File: config.mk
export PLATFORM = sky130hd
export DESIGN_NAME = alu_exec
export DESIGN_NICKNAME = d
export VERILOG_FILES = /design/src/rtl/alu_exec.sv
export SDC_FILE = /design/constraint.sdc
export NUM_CORES = 1
export LEC_CHECK = 0
export BUFFER_PORTS_ARGS = -buffer_cell sky130_fd_sc_hd__clkbuf_2
export CAP_MARGIN = 10
export CORE_UTILIZATION = 60
export CTS_CLUSTER_DIAMETER = 100
export DETAILED_ROUTE_END_ITERATION = 6
export PLACE_DENSITY_LB_ADDON = 0.2
export SYNTH_ARGS = -nofsm -noshare
export SYNTH_HDL_FRONTEND = slang
export SYNTH_SLANG_ARGS = --single-unit
File: constraint.sdc
create_clock -name clk -period 5.4 [get_ports clk]
set_input_delay 0 -clock clk [delete_from_list [all_inputs] [get_ports clk]]
set_output_delay 0 -clock clk [all_outputs]
set_load 0.01 [all_outputs]
File: src/rtl/alu_exec.sv
// alu_exec: execute-stage ALU with aluop/funct decode, HI/LO registers and an
// iterative multiply/divide sequencer that stalls the pipe through busy.
// Optional feature: define ALU_EXEC_DIV_EN to compile in the restoring divider
// and the div/divu decode; without it those funct codes decode as unlisted.
module alu_exec #(
  parameter int WIDTH = 32,
  parameter int CNT_W = 6
) (
  input  logic             clk,
  input  logic             rst,
  input  logic             in_valid,
  input  logic [1:0]       aluop,
  input  logic [5:0]       funct,
  input  logic [WIDTH-1:0] a,
  input  logic [WIDTH-1:0] b,
  output logic [WIDTH-1:0] result,
  output logic             zero,
  output logic             ovf,
  output logic             out_valid,
  output logic             busy,
  output logic             done,
  output logic [WIDTH-1:0] hi,
  output logic [WIDTH-1:0] lo
);

  localparam logic [5:0] F_ADD   = 6'b100000;
  localparam logic [5:0] F_ADDU  = 6'b100001;
  localparam logic [5:0] F_SUB   = 6'b100010;
  localparam logic [5:0] F_SUBU  = 6'b100011;
  localparam logic [5:0] F_AND   = 6'b100100;
  localparam logic [5:0] F_OR    = 6'b100101;
  localparam logic [5:0] F_XOR   = 6'b100110;
  localparam logic [5:0] F_NOR   = 6'b100111;
  localparam logic [5:0] F_SLT   = 6'b101010;
  localparam logic [5:0] F_SLTU  = 6'b101011;
  localparam logic [5:0] F_MFHI  = 6'b010000;
  localparam logic [5:0] F_MTHI  = 6'b010001;
  localparam logic [5:0] F_MFLO  = 6'b010010;
  localparam logic [5:0] F_MTLO  = 6'b010011;
  localparam logic [5:0] F_MULT  = 6'b011000;
  localparam logic [5:0] F_MULTU = 6'b011001;
`ifdef ALU_EXEC_DIV_EN
  localparam logic [5:0] F_DIV   = 6'b011010;
  localparam logic [5:0] F_DIVU  = 6'b011011;
`endif

  localparam logic [WIDTH-1:0]   ONE_W   = WIDTH'(1);
  localparam logic [2*WIDTH-1:0] ONE_2W  = (2*WIDTH)'(1);
  localparam logic [CNT_W-1:0]   CNT_ONE = CNT_W'(1);
  localparam logic [CNT_W-1:0]   CNT_END = CNT_W'(WIDTH-1);

`ifdef ALU_EXEC_DIV_EN
  typedef enum logic [1:0] {ST_IDLE = 2'd0, ST_MUL = 2'd1, ST_DIV = 2'd2} state_t;
`else
  typedef enum logic [1:0] {ST_IDLE = 2'd0, ST_MUL = 2'd1} state_t;
`endif

  state_t             state_r, state_n_s;
  logic [WIDTH-1:0]   result_r, hi_r, lo_r;
  logic               zero_r, ovf_r, out_valid_r, busy_r, done_r;
  logic [CNT_W-1:0]   cnt_r;
  // opa_r holds the multiplicand (mul) or divisor (div); work_hi_r/work_lo_r
  // hold the running upper half/remainder and multiplier/quotient.
  logic [WIDTH-1:0]   opa_r, work_hi_r, work_lo_r;
  logic               neg_res_r;

  logic               accept_s, last_s;
  logic [WIDTH-1:0]   res_s, sum_s, diff_s, abs_a_s, abs_b_s;
  logic               ovf_s, start_mul_s, signed_op_s, wr_hi_s, wr_lo_s;
  logic [WIDTH:0]     mul_sum_s;
  logic [WIDTH-1:0]   mul_hi_n_s, mul_lo_n_s;
  logic [2*WIDTH-1:0] prod_s, prod_fix_s;

`ifdef ALU_EXEC_DIV_EN
  logic               neg_rem_r, divzero_r;
  logic [WIDTH-1:0]   a_orig_r;
  logic               start_div_s, div_ge_s;
  logic [WIDTH:0]     div_shift_s;
  logic [WIDTH-1:0]   div_rem_n_s, div_q_n_s, quo_fix_s, rem_fix_s;
`endif

  assign accept_s = in_valid & ~busy_r;
  assign last_s   = (cnt_r == CNT_END);
  assign sum_s    = a + b;
  assign diff_s   = a - b;
  assign abs_a_s  = (signed_op_s && a[WIDTH-1]) ? (~a + ONE_W) : a;
  assign abs_b_s  = (signed_op_s && b[WIDTH-1]) ? (~b + ONE_W) : b;

  // Shift-add step: add the multiplicand when the multiplier LSB is set, then
  // shift the {carry, upper, multiplier} chain right by one.
  assign mul_sum_s  = {1'b0, work_hi_r} + (work_lo_r[0] ? {1'b0, opa_r} : {(WIDTH+1){1'b0}});
  assign mul_hi_n_s = mul_sum_s[WIDTH:1];
  assign mul_lo_n_s = {mul_sum_s[0], work_lo_r[WIDTH-1:1]};
  assign prod_s     = {mul_hi_n_s, mul_lo_n_s};
  assign prod_fix_s = neg_res_r ? (~prod_s + ONE_2W) : prod_s;

`ifdef ALU_EXEC_DIV_EN
  // Restoring step: bring in the next dividend bit and subtract when it fits.
  // The remainder stays below the divisor, so the difference fits in WIDTH bits.
  assign div_shift_s = {work_hi_r, work_lo_r[WIDTH-1]};
  assign div_ge_s    = (div_shift_s >= {1'b0, opa_r});
  assign div_rem_n_s = div_ge_s ? (div_shift_s[WIDTH-1:0] - opa_r) : div_shift_s[WIDTH-1:0];
  assign div_q_n_s   = {work_lo_r[WIDTH-2:0], div_ge_s};
  assign quo_fix_s   = divzero_r ? {WIDTH{1'b1}} : (neg_res_r ? (~div_q_n_s + ONE_W) : div_q_n_s);
  assign rem_fix_s   = divzero_r ? a_orig_r : (neg_rem_r ? (~div_rem_n_s + ONE_W) : div_rem_n_s);
`endif

  // Operation decode: single-cycle result/overflow and multi-cycle start requests.
  always_comb begin
    res_s       = {WIDTH{1'b0}};
    ovf_s       = 1'b0;
    start_mul_s = 1'b0;
    signed_op_s = 1'b0;
    wr_hi_s     = 1'b0;
    wr_lo_s     = 1'b0;
`ifdef ALU_EXEC_DIV_EN
    start_div_s = 1'b0;
`endif
    case (aluop)
      2'b00: res_s = sum_s;
      2'b01: res_s = diff_s;
      default: begin
        case (funct)
          F_ADD: begin
            res_s = sum_s;
            ovf_s = (a[WIDTH-1] == b[WIDTH-1]) && (sum_s[WIDTH-1] != a[WIDTH-1]);
          end
          F_SUB: begin
            res_s = diff_s;
            ovf_s = (a[WIDTH-1] != b[WIDTH-1]) && (diff_s[WIDTH-1] != a[WIDTH-1]);
          end
          F_ADDU:  res_s = sum_s;
          F_SUBU:  res_s = diff_s;
          F_AND:   res_s = a & b;
          F_OR:    res_s = a | b;
          F_XOR:   res_s = a ^ b;
          F_NOR:   res_s = ~(a | b);
          F_SLT:   res_s = ($signed(a) < $signed(b)) ? ONE_W : {WIDTH{1'b0}};
          F_SLTU:  res_s = (a < b) ? ONE_W : {WIDTH{1'b0}};
          F_MFHI:  res_s = hi_r;
          F_MFLO:  res_s = lo_r;
          F_MTHI: begin
            res_s   = a;
            wr_hi_s = 1'b1;
          end
          F_MTLO: begin
            res_s   = a;
            wr_lo_s = 1'b1;
          end
          F_MULT: begin
            start_mul_s = 1'b1;
            signed_op_s = 1'b1;
          end
          F_MULTU: start_mul_s = 1'b1;
`ifdef ALU_EXEC_DIV_EN
          F_DIV: begin
            start_div_s = 1'b1;
            signed_op_s = 1'b1;
          end
          F_DIVU: start_div_s = 1'b1;
`endif
          default: res_s = {WIDTH{1'b0}};
        endcase
      end
    endcase
  end

  // Sequencer next state: leave IDLE on a multi-cycle accept, return after WIDTH steps.
  always_comb begin
    state_n_s = state_r;
    case (state_r)
      ST_IDLE: begin
        if (accept_s && start_mul_s) begin
          state_n_s = ST_MUL;
`ifdef ALU_EXEC_DIV_EN
        end else if (accept_s && start_div_s) begin
          state_n_s = ST_DIV;
`endif
        end else begin
          state_n_s = ST_IDLE;
        end
      end
      ST_MUL: state_n_s = last_s ? ST_IDLE : ST_MUL;
`ifdef ALU_EXEC_DIV_EN
      ST_DIV: state_n_s = last_s ? ST_IDLE : ST_DIV;
`endif
      default: state_n_s = ST_IDLE;
    endcase
  end

  // Sequencer state register.
  always_ff @(posedge clk) begin
    if (rst) state_r <= ST_IDLE;
    else     state_r <= state_n_s;
  end

  // Result/flag registers, HI/LO and the iterative multiply/divide datapath.
  always_ff @(posedge clk) begin
    if (rst) begin
      result_r    <= {WIDTH{1'b0}};
      zero_r      <= 1'b1;
      ovf_r       <= 1'b0;
      out_valid_r <= 1'b0;
      busy_r      <= 1'b0;
      done_r      <= 1'b0;
      hi_r        <= {WIDTH{1'b0}};
      lo_r        <= {WIDTH{1'b0}};
      cnt_r       <= {CNT_W{1'b0}};
      opa_r       <= {WIDTH{1'b0}};
      work_hi_r   <= {WIDTH{1'b0}};
      work_lo_r   <= {WIDTH{1'b0}};
      neg_res_r   <= 1'b0;
`ifdef ALU_EXEC_DIV_EN
      neg_rem_r   <= 1'b0;
      divzero_r   <= 1'b0;
      a_orig_r    <= {WIDTH{1'b0}};
`endif
    end else begin
      done_r      <= 1'b0;
      out_valid_r <= accept_s;
      if (accept_s) begin
        result_r <= res_s;
        zero_r   <= (res_s == {WIDTH{1'b0}});
        ovf_r    <= ovf_s;
        if (wr_hi_s) hi_r <= a;
        if (wr_lo_s) lo_r <= a;
        if (start_mul_s) begin
          busy_r    <= 1'b1;
          cnt_r     <= {CNT_W{1'b0}};
          opa_r     <= abs_a_s;
          work_hi_r <= {WIDTH{1'b0}};
          work_lo_r <= abs_b_s;
          neg_res_r <= signed_op_s && (a[WIDTH-1] ^ b[WIDTH-1]);
        end
`ifdef ALU_EXEC_DIV_EN
        if (start_div_s) begin
          busy_r    <= 1'b1;
          cnt_r     <= {CNT_W{1'b0}};
          opa_r     <= abs_b_s;
          work_hi_r <= {WIDTH{1'b0}};
          work_lo_r <= abs_a_s;
          neg_res_r <= signed_op_s && (a[WIDTH-1] ^ b[WIDTH-1]);
          neg_rem_r <= signed_op_s && a[WIDTH-1];
          divzero_r <= (b == {WIDTH{1'b0}});
          a_orig_r  <= a;
        end
`endif
      end
      case (state_r)
        ST_MUL: begin
          work_hi_r <= mul_hi_n_s;
          work_lo_r <= mul_lo_n_s;
          cnt_r     <= cnt_r + CNT_ONE;
          if (last_s) begin
            hi_r   <= prod_fix_s[2*WIDTH-1:WIDTH];
            lo_r   <= prod_fix_s[WIDTH-1:0];
            done_r <= 1'b1;
            busy_r <= 1'b0;
            cnt_r  <= {CNT_W{1'b0}};
          end
        end
`ifdef ALU_EXEC_DIV_EN
        ST_DIV: begin
          work_hi_r <= div_rem_n_s;
          work_lo_r <= div_q_n_s;
          cnt_r     <= cnt_r + CNT_ONE;
          if (last_s) begin
            hi_r   <= rem_fix_s;
            lo_r   <= quo_fix_s;
            done_r <= 1'b1;
            busy_r <= 1'b0;
            cnt_r  <= {CNT_W{1'b0}};
          end
        end
`endif
        default: ;
      endcase
    end
  end

  assign result    = result_r;
  assign zero      = zero_r;
  assign ovf       = ovf_r;
  assign out_valid = out_valid_r;
  assign busy      = busy_r;
  assign done      = done_r;
  assign hi        = hi_r;
  assign lo        = lo_r;

endmodule

==> impl_metrics.csv <==
group,metric,value,unit
outcome,result_of_the_run,"finished with violations",
critical_path,ff2ff_path_depth,16,
global_routing,grt-ovfl-total,0,
critical_path,worst_path_most_repeated_cell,"sky130_fd_sc_hd__xnor2_1",
global_routing,first_global_vias,20500,
logic_synthesis,yosysSeqAreaShare,20.4,%
clocking,clock_tree_from_tritoncts,"yes",
drt,via_count,22600,
logic_synthesis,async_flop_share,0,%
clocking,clockRootBuffer,"sky130_fd_sc_hd__clkbuf_16",
power,total_leakage_power,9.09,nW
timing,final_hold_slack,19.4,ps
logic_synthesis,ys_seq_elements,205,
timing,max_clock_freq,223,MHz
drt,routed_via_density,6.78,
clocking,cts-root-to-sink-buffers,3,
clocking,clk-insertion-delay-late,540,ps
placement,placedCellCount,3248,
logic_synthesis,combinational_family_with_the_most_area_after_synthesis,"compound AO/OA/AOI/OAI gates",
logic_synthesis,synthesis.nets,3014,
power,power_density,191,nW/µm²
drt,drc,1,
logic_synthesis,synth-xor-area-share,6.30,%
critical_path,critical_path.slowest_cell,"sky130_fd_sc_hd__or4_1",
logic_synthesis,yosys.cell_types.count,104,
timing,fin_crit_sh,83.1,%
logic_synthesis,synth-simple-area-share,23.8,%
floorplan,row_cnt,66,
timing,post_route_minimum_period,4490,ps
logic_synthesis,synth_top_cells_by_count,"sky130_fd_sc_hd__nor2_1, sky130_fd_sc_hd__nand2_1, sky130_fd_sc_hd__a21oi_1",
power,worst_ir_drop_vdd,0.250,mV
logic_synthesis,synthMostInstantiatedCell,"sky130_fd_sc_hd__nor2_1",
logic_synthesis,synthesized_area_fraction_occupied_by_ao_oa_aoi_and_oai_cells,29.8,%
drt,first_iter_violations,3061,
logic_synthesis,synth.mux.area_fraction,4.40,%
critical_path,timing.critical_path.cells,"buf_4 -> and2_1 -> ha_1 -> inv_1 -> fa_1 -> nor2b_1 -> o31a_1 -> o2111ai_2 -> a31oi_1 -> a21oi_1 -> xnor2_1 -> or4_1 -> o21ai_0 -> xnor2_1 -> nor2_1 -> a211oi_1",
critical_path,worst-path-buf-inv,2,
timing,slew-limit-headroom,23.3,%
logic_synthesis,syn-instance-count,2804,
drt,postRouteAntennaNets,0,
timing,worst_clock_skew,11.9,ps
floorplan,die_area,34300,µm²
final_layout,final_nets,3083,
drt,wl,74900,µm
critical_path,cp_max_fo,32,
clocking,tritoncts.num_buffers,24,
logic_synthesis,yosys.area_share.adder,8.50,%
critical_path,worstPathRequired,5840,ps
final_layout,area_growth_syn_to_layout,9.76,%
logic_synthesis,synth-edff-count,0,
final_layout,fillerInstances,2765,
logic_synthesis,synthesis.area_per_instance,7.19,µm²
floorplan,die_height,185,µm
placement,place.detailed.hpwl,55700,µm
logic_synthesis,yosys.area.top_type,"sky130_fd_sc_hd__dfxtp_1",
floorplan,dieWidth,185,µm
drt,wire_per_inst,22.5,µm
outcome,violations,"design-rule violations",
critical_path,worst_setup_path_category,"reg2reg",
critical_path,crit_path_end_kind,"flop",
logic_synthesis,most_frequently_used_flop_master_after_synthesis,"sky130_fd_sc_hd__dfxtp_1",
clocking,postCtsResizedCells,0,
critical_path,critical_path_depth,16,
clocking,cts_num_sinks,205,
global_routing,globalRouteTotalUtil,42.1,%
timing,slew_of_the_pin_with_the_lowest_slew_margin,1150,ps
clocking,path_clk_slew,60,ps
timing,setup-tns-final,0,ps
clocking,clock_tree.htree_level_count,1,
critical_path,timing.critical_path.arrival,4930,ps
timing,report.final.setup_viol,0,
logic_synthesis,synth.area.top_cells,"sky130_fd_sc_hd__dfxtp_1, sky130_fd_sc_hd__ha_1, sky130_fd_sc_hd__nor2_1",
clocking,cts_hold_buf,41,
global_routing,grt_first_pass_wirelength,114000,µm
final_layout,post_layout_nonfiller_instances,3333,
clocking,postCtsSetupRepairBufs,0,
hold_path,min_path_cells,5,
critical_path,cp-start-kind,"flop",
timing,final_hold_fails,0,
critical_path,critical-path-top-delay-family,"compound AO/OA/AOI/OAI gates",
final_layout,layout-drive-gt1-share,11.4,%
critical_path,timing.critical_path.slowest_cell_delay,670,ps
timing,timing.final.max_slew_violations,0,
global_routing,number_of_antenna_violations_at_the_first_check_in_global_routing,2,
logic_synthesis,yosys_warnings,0,
floorplan,design.core.area,32800,µm²
placement,numPortBuffers,175,
drt,1st_pass_router_iterations,7,
critical_path,regToRegSetupSlack,910,ps
logic_synthesis,synth_largest_type_area_fraction,20.4,%
logic_synthesis,mappedNetlistArea,20100,µm²
timing,rsz0062_at_grt,"false",
floorplan,floorplan.initialDensity,61.5,%
global_routing,grt_start_max_net_pins,112,
placement,globalplace.congestion,1.03,
hold_path,hp-class,"in2reg",
floorplan,ios,176,
run,max-cap-violations,0,
==> sequential cells by signal, summed over array words and instances, names as in the netlist <==
signal / cells
result: 32
out_valid: 1
work_lo_r: 32
cnt_r: 6
hi: 32
zero: 1
state_r: 1
busy: 1
opa_r: 32
lo: 32
ovf: 1
neg_res_r: 1
work_hi_r: 32
done: 1
==> worst register-to-register path, stage by stage (launching register included) <==
cell and delay (ps):
sky130_fd_sc_hd__dfxtp_1 330, sky130_fd_sc_hd__buf_4 280, sky130_fd_sc_hd__and2_1 180, sky130_fd_sc_hd__ha_1 200, sky130_fd_sc_hd__inv_1 70, sky130_fd_sc_hd__fa_1 410, sky130_fd_sc_hd__nor2b_1 220, sky130_fd_sc_hd__o31a_1 240
sky130_fd_sc_hd__o2111ai_2 290, sky130_fd_sc_hd__a31oi_1 390, sky130_fd_sc_hd__a21oi_1 130, sky130_fd_sc_hd__xnor2_1 200, sky130_fd_sc_hd__or4_1 670, sky130_fd_sc_hd__o21ai_0 280, sky130_fd_sc_hd__xnor2_1 170, sky130_fd_sc_hd__nor2_1 70
sky130_fd_sc_hd__a211oi_1 250
==> metal layers <==
layer  vias up  global-route usage, %  routed length (µm)
met2      1524                   65.9               32600
met5         -                      0                   0
met4         0                   18.3                3640
met1     10500                   56.4               30300
met3       256                   7.55                8280
li1      10300                      -                   -
==> worst paths after layout <==
check | start | endpoint
max | work_lo_r[0] | hi[26]
min | b[26] | work_lo_r[26]
max reg2reg | work_lo_r[0] | hi[26]
min reg2reg | opa_r[21] | opa_r[21]
==> report_power, final <==
part           internal, W  leakage [nW]  switching (W)
sequential         0.00154          1.66      0.0000169
combinational     0.000365          7.05       0.000710
clock             0.000899         0.374       0.000688
total              0.00280          9.09        0.00142
==> area by class of cell <==
type,count,area (µm²),area share (%)
clock buffer,33,694,3.14
multi-input combinational,2279,14700,66.6
inverter,118,443,2.00
timing repair buffer,245,1520,6.85
sequential,205,4110,18.6
antenna,2,5.00,0.0226
clock inverter,9,65.1,0.294
tap,442,553,2.50
==> cell usage in the layout (no fill, tap or decap), types with 13 or more instances in the layout <==
cell type / n
sky130_fd_sc_hd__buf_4: 31
sky130_fd_sc_hd__o41ai_1: 13
sky130_fd_sc_hd__nor4_1: 32
sky130_fd_sc_hd__a21oi_1: 223
sky130_fd_sc_hd__o21ai_0: 168
sky130_fd_sc_hd__nand2_1: 258
sky130_fd_sc_hd__a22oi_1: 13
sky130_fd_sc_hd__nor3_1: 57
sky130_fd_sc_hd__o21a_1: 19
sky130_fd_sc_hd__ha_1: 132
sky130_fd_sc_hd__xnor2_1: 126
sky130_fd_sc_hd__a21o_1: 30
sky130_fd_sc_hd__nand4_1: 22
sky130_fd_sc_hd__and2_1: 43
sky130_fd_sc_hd__nor2b_1: 25
sky130_fd_sc_hd__o211ai_1: 17
sky130_fd_sc_hd__clkbuf_2: 172
sky130_fd_sc_hd__nand3_1: 42
sky130_fd_sc_hd__or3_1: 22
sky130_fd_sc_hd__dlygate4sd3_1: 41
sky130_fd_sc_hd__a311oi_1: 46
sky130_fd_sc_hd__inv_1: 118
sky130_fd_sc_hd__a31oi_1: 35
sky130_fd_sc_hd__mux2i_1: 84
sky130_fd_sc_hd__nand2b_1: 21
sky130_fd_sc_hd__xor2_1: 19
sky130_fd_sc_hd__clkbuf_16: 24
sky130_fd_sc_hd__dfxtp_1: 203
sky130_fd_sc_hd__nor2_1: 377
sky130_fd_sc_hd__o31ai_1: 35
sky130_fd_sc_hd__and3_1: 41
sky130_fd_sc_hd__a211oi_1: 138
sky130_fd_sc_hd__o22ai_1: 20
==> stage by stage <==
step                util, %  total power, W  setup slack, ps  area [µm²]
finish                 67.5         0.00422              911       22100
global route           67.5         0.00435              645       22100
global placement       63.9         0.00257             1040       20900
CTS                    67.4         0.00417              989       22100
detailed placement     63.9         0.00259             1030       20900
floorplan                 -         0.00227             1620       20100
==> logic make-up after synthesis <==
group	after synthesis
multiplexers	88
XOR/XNOR	145
adder cells (fa/ha/maj)	135
flip-flops	205
buffers and inverters	320
AO/OA/AOI/OAI	895
AND/OR/NAND/NOR	1016
Note: power is estimated with default switching activity, not from simulation.
